### config.mk
export PLATFORM = sky130hd
export DESIGN_NAME = window_line_buffer_flat
export DESIGN_NICKNAME = d
export VERILOG_FILES = /design/src/rtl/wlb_pkg.sv /design/src/rtl/window_line_buffer_if.sv /design/src/rtl/wlb_window_mux.sv /design/src/rtl/window_line_buffer.sv /design/src/flat_wrapper.sv
export SDC_FILE = /design/constraint.sdc
export NUM_CORES = 2
export LEC_CHECK = 0
export ABC_AREA = 1
export CORE_UTILIZATION = 40
export DETAILED_ROUTE_END_ITERATION = 10
export DONT_BUFFER_PORTS = 1
export PLACE_DENSITY = 0.59
export SYNTH_ARGS = -nofsm -noshare
export SYNTH_HDL_FRONTEND = slang
export SYNTH_SLANG_ARGS = --single-unit
### constraint.sdc
create_clock -name clk -period 21.1 [get_ports clk]
set_input_delay 6.33 -clock clk [delete_from_list [all_inputs] [get_ports clk]]
set_output_delay 6.33 -clock clk [all_outputs]
set_load 0.01 [all_outputs]
### src/rtl/wlb_pkg.sv
// Shared definitions for window_line_buffer.
// Holds default parameter values, the index-width helper used for rd_col,
// rows_full and internal pointers, and the byte_swap function that turns an
// MSB-first write word into byte-index order.
package wlb_pkg;

  localparam int unsigned DefRows      = 4;
  localparam int unsigned DefRowBytes  = 16;
  localparam int unsigned DefWordBytes = 4;
  localparam int unsigned DefWinBytes  = 4;

  // byte_swap works on a fixed container; WORD_BYTES must not exceed this.
  localparam int unsigned MaxWordBytes = 32;
  localparam int unsigned MaxWordW     = MaxWordBytes * 8;

  // Width of an index able to hold 0..n-1, never narrower than one bit.
  function automatic int unsigned idx_w(input int unsigned n);
    return (n <= 1) ? 1 : $clog2(n);
  endfunction

  // Reverse the lowest nbytes bytes of w: the MSB byte of the word becomes
  // byte 0 of the result, so result byte k belongs at address base+k.
  function automatic logic [MaxWordW-1:0] byte_swap(input logic [MaxWordW-1:0] w,
                                                    input int unsigned nbytes);
    logic [MaxWordW-1:0] res;
    res = '0;
    for (int unsigned k = 0; k < MaxWordBytes; k++) begin
      if (k < nbytes) begin
        res[k*8 +: 8] = w[(nbytes-1-k)*8 +: 8];
      end
    end
    return res;
  endfunction

endpackage

### src/rtl/window_line_buffer_if.sv
// Write port of window_line_buffer: ready/valid handshake plus data word.
// master: producer drives wr_valid/wr_data, samples wr_ready.
// slave : line buffer samples wr_valid/wr_data, drives wr_ready.
interface window_line_buffer_if #(
  parameter int unsigned WORD_BYTES = 4
);
  logic                    wr_valid;
  logic                    wr_ready;
  logic [WORD_BYTES*8-1:0] wr_data;

  modport master (output wr_valid, output wr_data, input wr_ready);
  modport slave  (input wr_valid, input wr_data, output wr_ready);
endinterface

### src/rtl/wlb_window_mux.sv
// Selects WIN_BYTES consecutive bytes of one stored row starting at rd_col_i.
// Ports: row_i (row, byte b at [b*8 +: 8]), rd_col_i (start byte),
//        win_o (byte j at [j*8 +: 8] = row byte rd_col_i+j).
// Bytes past the end of the row read as 0x00 when WLB_ZERO_PAD_EN is defined;
// otherwise the byte index wraps modulo ROW_BYTES.
module wlb_window_mux
  import wlb_pkg::*;
#(
  parameter int unsigned ROW_BYTES = DefRowBytes,
  parameter int unsigned WIN_BYTES = DefWinBytes
) (
  input  logic [ROW_BYTES*8-1:0]        row_i,
  input  logic [idx_w(ROW_BYTES)-1:0]   rd_col_i,
  output logic [WIN_BYTES*8-1:0]        win_o
);

  always_comb begin
    win_o = '0;
    for (int unsigned j = 0; j < WIN_BYTES; j++) begin
      automatic int unsigned idx = int'(rd_col_i) + j;
`ifdef WLB_ZERO_PAD_EN
      if (idx < ROW_BYTES) begin
        win_o[j*8 +: 8] = row_i[idx*8 +: 8];
      end
`else
      win_o[j*8 +: 8] = row_i[(idx % ROW_BYTES)*8 +: 8];
`endif
    end
  end

endmodule

### src/rtl/window_line_buffer.sv
// Line buffer for the convolution datapath: ROWS rows of ROW_BYTES bytes,
// filled word by word over a ready/valid port, read as a ROWS x WIN_BYTES
// byte window at any column.
// Ports: clk, rst (async, active-high), flush (sync clear of occupancy and
//        pointers), wr (write handshake interface, slave side), shift_up
//        (drop row 0), rd_col (window column), rd_window (row r at
//        [r*WIN_BYTES*8 +: WIN_BYTES*8]), win_valid (all rows full),
//        rows_full (completely filled rows).
// Build option: define WLB_ZERO_PAD_EN for zero padding past the right edge
// of a row instead of wrap-around.
module window_line_buffer
  import wlb_pkg::*;
#(
  parameter int unsigned ROWS       = DefRows,
  parameter int unsigned ROW_BYTES  = DefRowBytes,
  parameter int unsigned WORD_BYTES = DefWordBytes,
  parameter int unsigned WIN_BYTES  = DefWinBytes
) (
  input  logic                            clk,
  input  logic                            rst,
  input  logic                            flush,
  window_line_buffer_if.slave             wr,
  input  logic                            shift_up,
  input  logic [idx_w(ROW_BYTES)-1:0]     rd_col,
  output logic [ROWS*WIN_BYTES*8-1:0]     rd_window,
  output logic                            win_valid,
  output logic [idx_w(ROWS+1)-1:0]        rows_full
);

  localparam int unsigned CntW  = idx_w(ROWS + 1);
  localparam int unsigned PtrW  = idx_w(ROW_BYTES);
  localparam int unsigned RowW  = idx_w(ROWS);
  localparam int unsigned WordW = WORD_BYTES * 8;
  localparam int unsigned RowBits = ROW_BYTES * 8;

  logic [RowBits-1:0] row_q [ROWS];
  logic [RowBits-1:0] row_d [ROWS];
  logic [CntW-1:0]    rows_full_q, rows_full_d;
  logic [PtrW-1:0]    wr_ptr_q, wr_ptr_d;

  logic             wr_ready_int;
  logic             wr_fire;
  logic             shift_ok;
  logic             row_done;
  logic [RowW-1:0]  fill_idx;
  logic [WordW-1:0] wr_swapped;

  assign wr_ready_int = (rows_full_q < CntW'(ROWS)) && !flush;
  assign wr.wr_ready  = wr_ready_int;
  assign wr_fire      = wr.wr_valid && wr_ready_int;
  assign shift_ok     = shift_up && (rows_full_q != '0);
  assign row_done     = wr_fire && (wr_ptr_q == PtrW'(ROW_BYTES - WORD_BYTES));
  // With a simultaneous shift the fill row has already moved up by one.
  assign fill_idx     = RowW'(rows_full_q - CntW'(shift_ok));
  assign wr_swapped   = WordW'(byte_swap(MaxWordW'(wr.wr_data), WORD_BYTES));

  always_comb begin
    row_d       = row_q;
    rows_full_d = rows_full_q;
    wr_ptr_d    = wr_ptr_q;
    if (flush) begin
      // Storage is kept; only occupancy and the write pointer restart.
      rows_full_d = '0;
      wr_ptr_d    = '0;
    end else begin
      if (shift_ok) begin
        for (int unsigned i = 0; i < ROWS - 1; i++) begin
          row_d[i] = row_q[i+1];
        end
        row_d[ROWS-1] = '0;
      end
      if (wr_fire) begin
        for (int unsigned k = 0; k < WORD_BYTES; k++) begin
          row_d[fill_idx][(int'(wr_ptr_q) + k)*8 +: 8] = wr_swapped[k*8 +: 8];
        end
        wr_ptr_d = row_done ? '0 : wr_ptr_q + PtrW'(WORD_BYTES);
      end
      rows_full_d = rows_full_q + CntW'(row_done) - CntW'(shift_ok);
    end
  end

  always_ff @(posedge clk or posedge rst) begin
    if (rst) begin
      rows_full_q <= '0;
      wr_ptr_q    <= '0;
      for (int unsigned r = 0; r < ROWS; r++) begin
        row_q[r] <= '0;
      end
    end else begin
      rows_full_q <= rows_full_d;
      wr_ptr_q    <= wr_ptr_d;
      for (int unsigned r = 0; r < ROWS; r++) begin
        row_q[r] <= row_d[r];
      end
    end
  end

  assign rows_full = rows_full_q;
  assign win_valid = (rows_full_q == CntW'(ROWS));

  for (genvar r = 0; r < ROWS; r++) begin : g_row
    wlb_window_mux #(
      .ROW_BYTES (ROW_BYTES),
      .WIN_BYTES (WIN_BYTES)
    ) u_mux (
      .row_i    (row_q[r]),
      .rd_col_i (rd_col),
      .win_o    (rd_window[r*WIN_BYTES*8 +: WIN_BYTES*8])
    );
  end

endmodule

### src/flat_wrapper.sv
// flat-port wrapper written by rule: the top's interface ports become plain ports
module window_line_buffer_flat import wlb_pkg::*;
#(
  parameter int unsigned ROWS       = DefRows,
  parameter int unsigned ROW_BYTES  = DefRowBytes,
  parameter int unsigned WORD_BYTES = DefWordBytes,
  parameter int unsigned WIN_BYTES  = DefWinBytes
)
  (clk, rst, flush, shift_up, rd_col, rd_window, win_valid, rows_full, wr_wr_valid, wr_wr_data, wr_wr_ready);
  window_line_buffer_if #(.WORD_BYTES(WORD_BYTES)) wr_i ();
  input  logic clk;
  input  logic rst;
  input  logic flush;
  input  logic shift_up;
  input  logic [idx_w(ROW_BYTES)-1:0] rd_col;
  output logic [ROWS*WIN_BYTES*8-1:0] rd_window;
  output logic win_valid;
  output logic [idx_w(ROWS+1)-1:0] rows_full;
  input wire logic [$bits(wr_i.wr_valid)-1:0] wr_wr_valid;
  input wire logic [$bits(wr_i.wr_data)-1:0] wr_wr_data;
  output wire logic [$bits(wr_i.wr_ready)-1:0] wr_wr_ready;
  assign wr_i.wr_valid = wr_wr_valid;
  assign wr_i.wr_data = wr_wr_data;
  assign wr_wr_ready = wr_i.wr_ready;
  window_line_buffer #(.ROWS(ROWS), .ROW_BYTES(ROW_BYTES), .WORD_BYTES(WORD_BYTES), .WIN_BYTES(WIN_BYTES)) u_core (.clk(clk), .rst(rst), .flush(flush), .wr(wr_i), .shift_up(shift_up), .rd_col(rd_col), .rd_window(rd_window), .win_valid(win_valid), .rows_full(rows_full));
endmodule
* After elaboration in Yosys (flattened, before gate mapping)
Index checks and enable logic that the tools add are counted.
** Operators by class
- Eq/ne operators :: 2
- Shift operators :: 24
- $mul :: 0
- Bitwise logic cells :: 1
- Add/subtract/negate cells :: 14
- Divide/modulo/power cells :: 0
- Reduce and logical (&&, ||, !) cells :: 8
- $lt $le $gt $ge :: 3
- Mux-type cells :: 19
** Operators by type and width (count)
- bitwise mux 512 bit :: 4
- variable part select 128 x 8 -> 8 bit :: 16
- 2-to-1 mux 512 bit :: 3
- demux 128 bit (select 2 bit) :: 4
- 2-to-1 mux 128 bit :: 4
- variable shift 8 x 34 -> 128 bit, first input constant :: 4
- variable part select 8 x 34 -> 128 bit :: 4
- negation 32 -> 34 bit :: 3
- negation 7 -> 34 bit :: 1
- 2-to-1 mux 4 bit :: 3
- adder 4 x 2 -> 5 bit, second input constant :: 2
- adder 4 x 2 -> 4 bit, second input constant :: 2
- adder 4 x 1 -> 5 bit, second input constant :: 1
- logical AND 1 bit :: 5
- adder 4 x 1 -> 4 bit, second input constant :: 1
- adder 4 x 3 -> 4 bit, second input constant :: 1
- equality test 4 bit, second input constant :: 1
- adder 3 x 1 -> 3 bit :: 1
- equality test 3 bit, second input constant :: 1
- >= comparator 3 bit, second input constant :: 1
- < comparator 3 x 1 -> 1 bit, second input constant :: 1
- < comparator 3 bit, second input constant :: 1
- 2-to-1 mux 3 bit :: 1
- NOT 2 -> 3 bit :: 1
- other kinds (5) :: 5
** Word-level totals
- Register bits :: 519
- Input bits :: 41
- Logic and storage cells :: 77
- ROM bits :: 0
- Output and inout port bits :: 133
- Memory bits (writable) :: 0
- Memories kept :: 0
- Latch bits :: 0

* Depth between registers and ports, before layout
- Depth in word-level cells :: 13
- Depth in mapped cells :: 16
- Mapped depth without buffers :: 15

* Hierarchy
Synthesis repeated with hierarchy kept, for this count alone.
** Unflattened totals
- Cells, all modules :: 7784
- Area total of the unflattened synthesis :: 44507.7 µm²
** By module, submodules not included
- window_line_buffer :: instances 1, sequential area each 12937.4 µm², area each 28568.6 µm², cells each 4186
- wlb_window_mux (u_core.g_row[0].u_mux ...) :: instances 3, sequential area each 0.0 µm², area each 3973.8 µm², cells each 899
- wlb_window_mux (u_core.g_row[3].u_mux) :: instances 1, sequential area each 0.0 µm², area each 4017.6 µm², cells each 901

* Least setup slack after synthesis
Ideal clock, no wire load.
- Path kind :: in2out
- From :: input rd_col[1]
- To :: output rd_window[10]
- Cell stages on the path :: 14
- Data arrival time :: 8.539 ns
- Path slack :: 6.231 ns
- Data required time :: 14.770 ns
- Buffers on the path :: 6
- Cell sequence :: clkbuf_1 clkinv_1 clkbuf_1 buf_1 ha_1 clkbuf_1 inv_1 clkbuf_1 buf_1 nand3_1 nand3_1 nand2_1 nand2_1 nand2_1
** On the way
- Longest elaborated chain between the ends :: 2
** Ends and longest elaborated chain
- from (decl) :: line flat_wrapper.sv:15 : input logic [idx_w(ROW_BYTES)-1:0] rd_col;
- adder 4 x 1 -> 4 bit :: line wlb_window_mux.sv:20 : automatic int unsigned idx = int'(rd_col_i) + j;
- variable part select 128 x 8 -> 8 bit :: line wlb_window_mux.sv:26 : win_o[j*8 +: 8] = row_i[(idx % ROW_BYTES)*8 +: 8];
- to (decl) :: line flat_wrapper.sv:16 : output logic [ROWS*WIN_BYTES*8-1:0] rd_window;
No other way between the ends.

* Worst setup path after layout
- From :: input rd_col[0]
- To :: output rd_window[59]
** On the way
- Longest elaborated chain between the ends :: 2
** Ends and longest elaborated chain (line)
- adder 4 x 2 -> 4 bit :: wlb_window_mux.sv:20
- variable part select 128 x 8 -> 8 bit :: wlb_window_mux.sv:26
No other way between the ends.

==> qor.json <==
{
  "areaGrowthSynthToFinish_pct": 5.792,
  "clock_skew_ns": 0.03008,
  "first_pass_grt_wire_length_um": 363900,
  "vdd_ir_drop_max_mv": 0.1006,
  "yosys.area_share.adder_pct": 0.5396,
  "power_per_cell_area_mw_per_mm2": 129.5,
  "setup-tns-final_ns": 0,
  "synth.avg_cell_area_um2": 5.593,
  "worst-path-max-fanout": 515,
  "gpl.final_weighted_congestion": 1.064,
  "via_per_inst": 6.097,
  "leakagePower_nw": 26.71,
  "number_of_warnings_issued_by_yosys": 0,
  "design.core.area_mm2": 0.1125,
  "hp-class": "flip-flop to flip-flop",
  "numCtsBuffers": 69,
  "netlist_instances": 8127,
  "synth.distinct_cells": 31,
  "num_io_pins": 174,
  "use_met2_pct": 59.04,
  "num_rows": 123,
  "timing.final.hold_violations": 0,
  "critical_path_arrival_ns": 11.03,
  "grt_pass1_vias": 50628,
  "post_cts.repair.setup_buffers": 0,
  "clock-root-buffer": "sky130_fd_sc_hd__clkbuf_16",
  "routed_wirelength_um": 257300,
  "outcome": "complete, no violations",
  "synth-compound-area-share_pct": 1.613,
  "number_of_antenna_violations_at_the_first_check_in_global_routing": 15,
  "type_of_element_capturing_the_critical_path": "output port",
  "initial_core_util_pct": 40.40,
  "die_width_um": 339.1,
  "tritoncts": "yes",
  "worst_setup_path_start_kind": "input pin",
  "placement.io_buffers": 0,
  "max_clock_freq_ghz": 0.05760,
  "hpwl_um": 176200,
  "post_drt_wl_per_cell_um": 27.77,
  "grt.overflow.total": 0,
  "remaining_drc_errors": 0,
  "post-place-cells": 9117,
  "die_extent_in_y_um": 339.1,
  "drtIter0Drc": 8456,
  "cts_htree_levels": 3,
  "critPathMaxStageDelay_ns": 0.89,
  "clk_latency_ns": 0.67,
  "maxSlewViolCount": 0,
  "drt_pass1_iterations": 9,
  "die-area_mm2": 0.1150,
  "synth_seq_cells": 517,
  "cts_hold_repair.buffers": 0,
  "seq_area_frac_synth_pct": 28.46,
  "grt_max_degree": 516,
  "cp.required_ns": 14.77,
  "total_number_of_nets_in_the_final_design": 7748,
  "most_frequent_cell_on_the_critical_path": "sky130_fd_sc_hd__nand2_1",
  "slew-limit-headroom_pct": 10.62,
  "post_synth_xor_area_fraction_pct": 0.09635,
  "groute.layer.met3.usage_pct": 17.02,
  "worst-slew-pin-transition_ns": 1.336,
  "layout-drive-gt1-share_pct": 3.271,
  "min_period_over_period_pct": 82.27,
  "synth_top_family_by_area": "simple AND/OR/NAND/NOR gates",
  "cts.repair.resized": 0,
  "final.min_clock_period_ns": 17.36,
  "gr-usage-met1_pct": 54.15,
  "finalSetupViolations": 0,
  "timing.setup.critical_path_class": "input pin to output port",
  "grt_usage_pct": 43.41,
  "clock-sinks": 517,
  "cp_slowest_cell": "sky130_fd_sc_hd__inv_8",
  "grt_busiest_layer": "met2",
  "grt_setup_unrepaired": "false",
  "ant_nets": 0,
  "vias": 56499,
  "synthesis.area_mm2": 0.04545,
  "yosys.area_share.simple_pct": 57.42,
  "clkTransAtPathRegs_ns": 0.06,
  "cp_cell_sequence": "inv_8 -> ha_4 -> buf_4 -> buf_12 -> nand3_1 -> nand3_1 -> nand2_1 -> nand2_1 -> nand2_1",
  "synthMuxAreaShare_pct": 0,
  "cts-root-to-sink-buffers": 3,
  "final-instance-count-excl-fill": 9266,
  "max-cap-violations": 0
}
[layout by cell type (no fill, tap or decap), types with 21 or more instances in the layout]
cell type	n
sky130_fd_sc_hd__o21ai_1	21
sky130_fd_sc_hd__o21ai_0	63
sky130_fd_sc_hd__nand2_1	3395
sky130_fd_sc_hd__diode_2	31
sky130_fd_sc_hd__inv_2	22
sky130_fd_sc_hd__o22ai_1	32
sky130_fd_sc_hd__nand3_1	2497
sky130_fd_sc_hd__buf_4	74
sky130_fd_sc_hd__dfrtp_1	515
sky130_fd_sc_hd__clkbuf_16	73
sky130_fd_sc_hd__nor3_1	27
sky130_fd_sc_hd__inv_1	762
sky130_fd_sc_hd__nor2_1	107
[synthesized netlist by cell type (all sizes together)]
library cell / count / share of area [%]
a21oi: 20 / 0.24
buf: 221 / 2.3
clkbuf: 369 / 3.0
clkinv: 3 / 0.025
conb: 1 / 0.0083
dfrtp: 517 / 28
fa: 1 / 0.044
ha: 18 / 0.50
inv: 788 / 6.5
nand2: 3399 / 28
nand3: 2500 / 28
nand4: 15 / 0.31
nor2: 126 / 1.2
nor3: 27 / 0.30
o21ai: 85 / 0.94
o22ai: 32 / 0.44
xnor2: 2 / 0.039
xor2: 3 / 0.058
[through the flow]
step	util [%]	instance area, µm²	total power, mW	hold slack, ns	worst slack [ns]
6_report	42.74	48080	6.225	0.5453	3.740
5_1_grt	42.71	48050	6.522	0.5730	4.264
4_1_cts	42.67	48010	6.068	0.5442	4.859
3_5_place_dp	40.64	45720	4.820	0.5256	4.855
3_3_place_gp	40.64	45720	4.790	0.5274	4.890
2_1_floorplan	-	45460	3.638	0.4926	0.3284
[sequential cells by signal (all words and copies together), names as in the netlist]
name and cells:
u_core.row_q 512, u_core.rows_full 3, u_core.wr_ptr_q 2
[logic make-up after synthesis]
| group | after synthesis |
|---|---|
| AND/OR/NAND/NOR | 6067 |
| buffers and inverters | 1381 |
| other | 1 |
| AO/OA/AOI/OAI | 137 |
| adder cells (fa/ha/maj) | 19 |
| XOR/XNOR | 5 |
| flip-flops | 517 |
[final timing paths]
path	from	to	slack, ns	depth (start not counted)
max	rd_col[0]	rd_window[59]	3.74	9
min	u_core.row_q[462]	u_core.row_q[462]	0.55	2
max reg2reg	u_core.rows_full[1]	u_core.row_q[318]	15.77	14
min reg2reg	u_core.row_q[462]	u_core.row_q[462]	0.55	2
max in group asynchronous	rst	u_core.row_q[242]	13.04	3
min in group asynchronous	rst	u_core.row_q[398]	5.67	1
[worst max-delay path: cells and delay by family]
family	cells	cell delay (ns)
buffers and inverters	3	2.15
and+or+nand+nor	5	1.06
adders and majority gates	1	0.63
[area by class of cell]
class / instances / area, µm²
Antenna cell: 31 / 77.57
Multi-Input combinational cell: 6231 / 27260
Tap cell: 1500 / 1877
Sequential cell: 517 / 12940
Inverter: 791 / 3007
Clock inverter: 17 / 210.2
Timing Repair Buffer: 78 / 635.6
Clock buffer: 101 / 2072
Fill cell: 12465 / 64420
[power breakdown]
part	total, mW	internal, mW	leakage (nW)	switching (mW)
clock network	1.25	0.737	1.13	0.508
logic	2.99	0.793	19.3	2.20
registers	1.99	1.34	6.24	0.649
total	6.23	2.87	26.7	3.36
[per-layer routing]
layer | vias to the layer above | part of all wire (%) | wire [µm]
li1 | 25119 | - | -
met1 | 26498 | 37 | 95380
met2 | 3969 | 39 | 100300
met3 | 901 | 15 | 37450
met4 | 12 | 9.3 | 23810
met5 | - | 0.14 | 356
(Power assumes the default switching activity.)
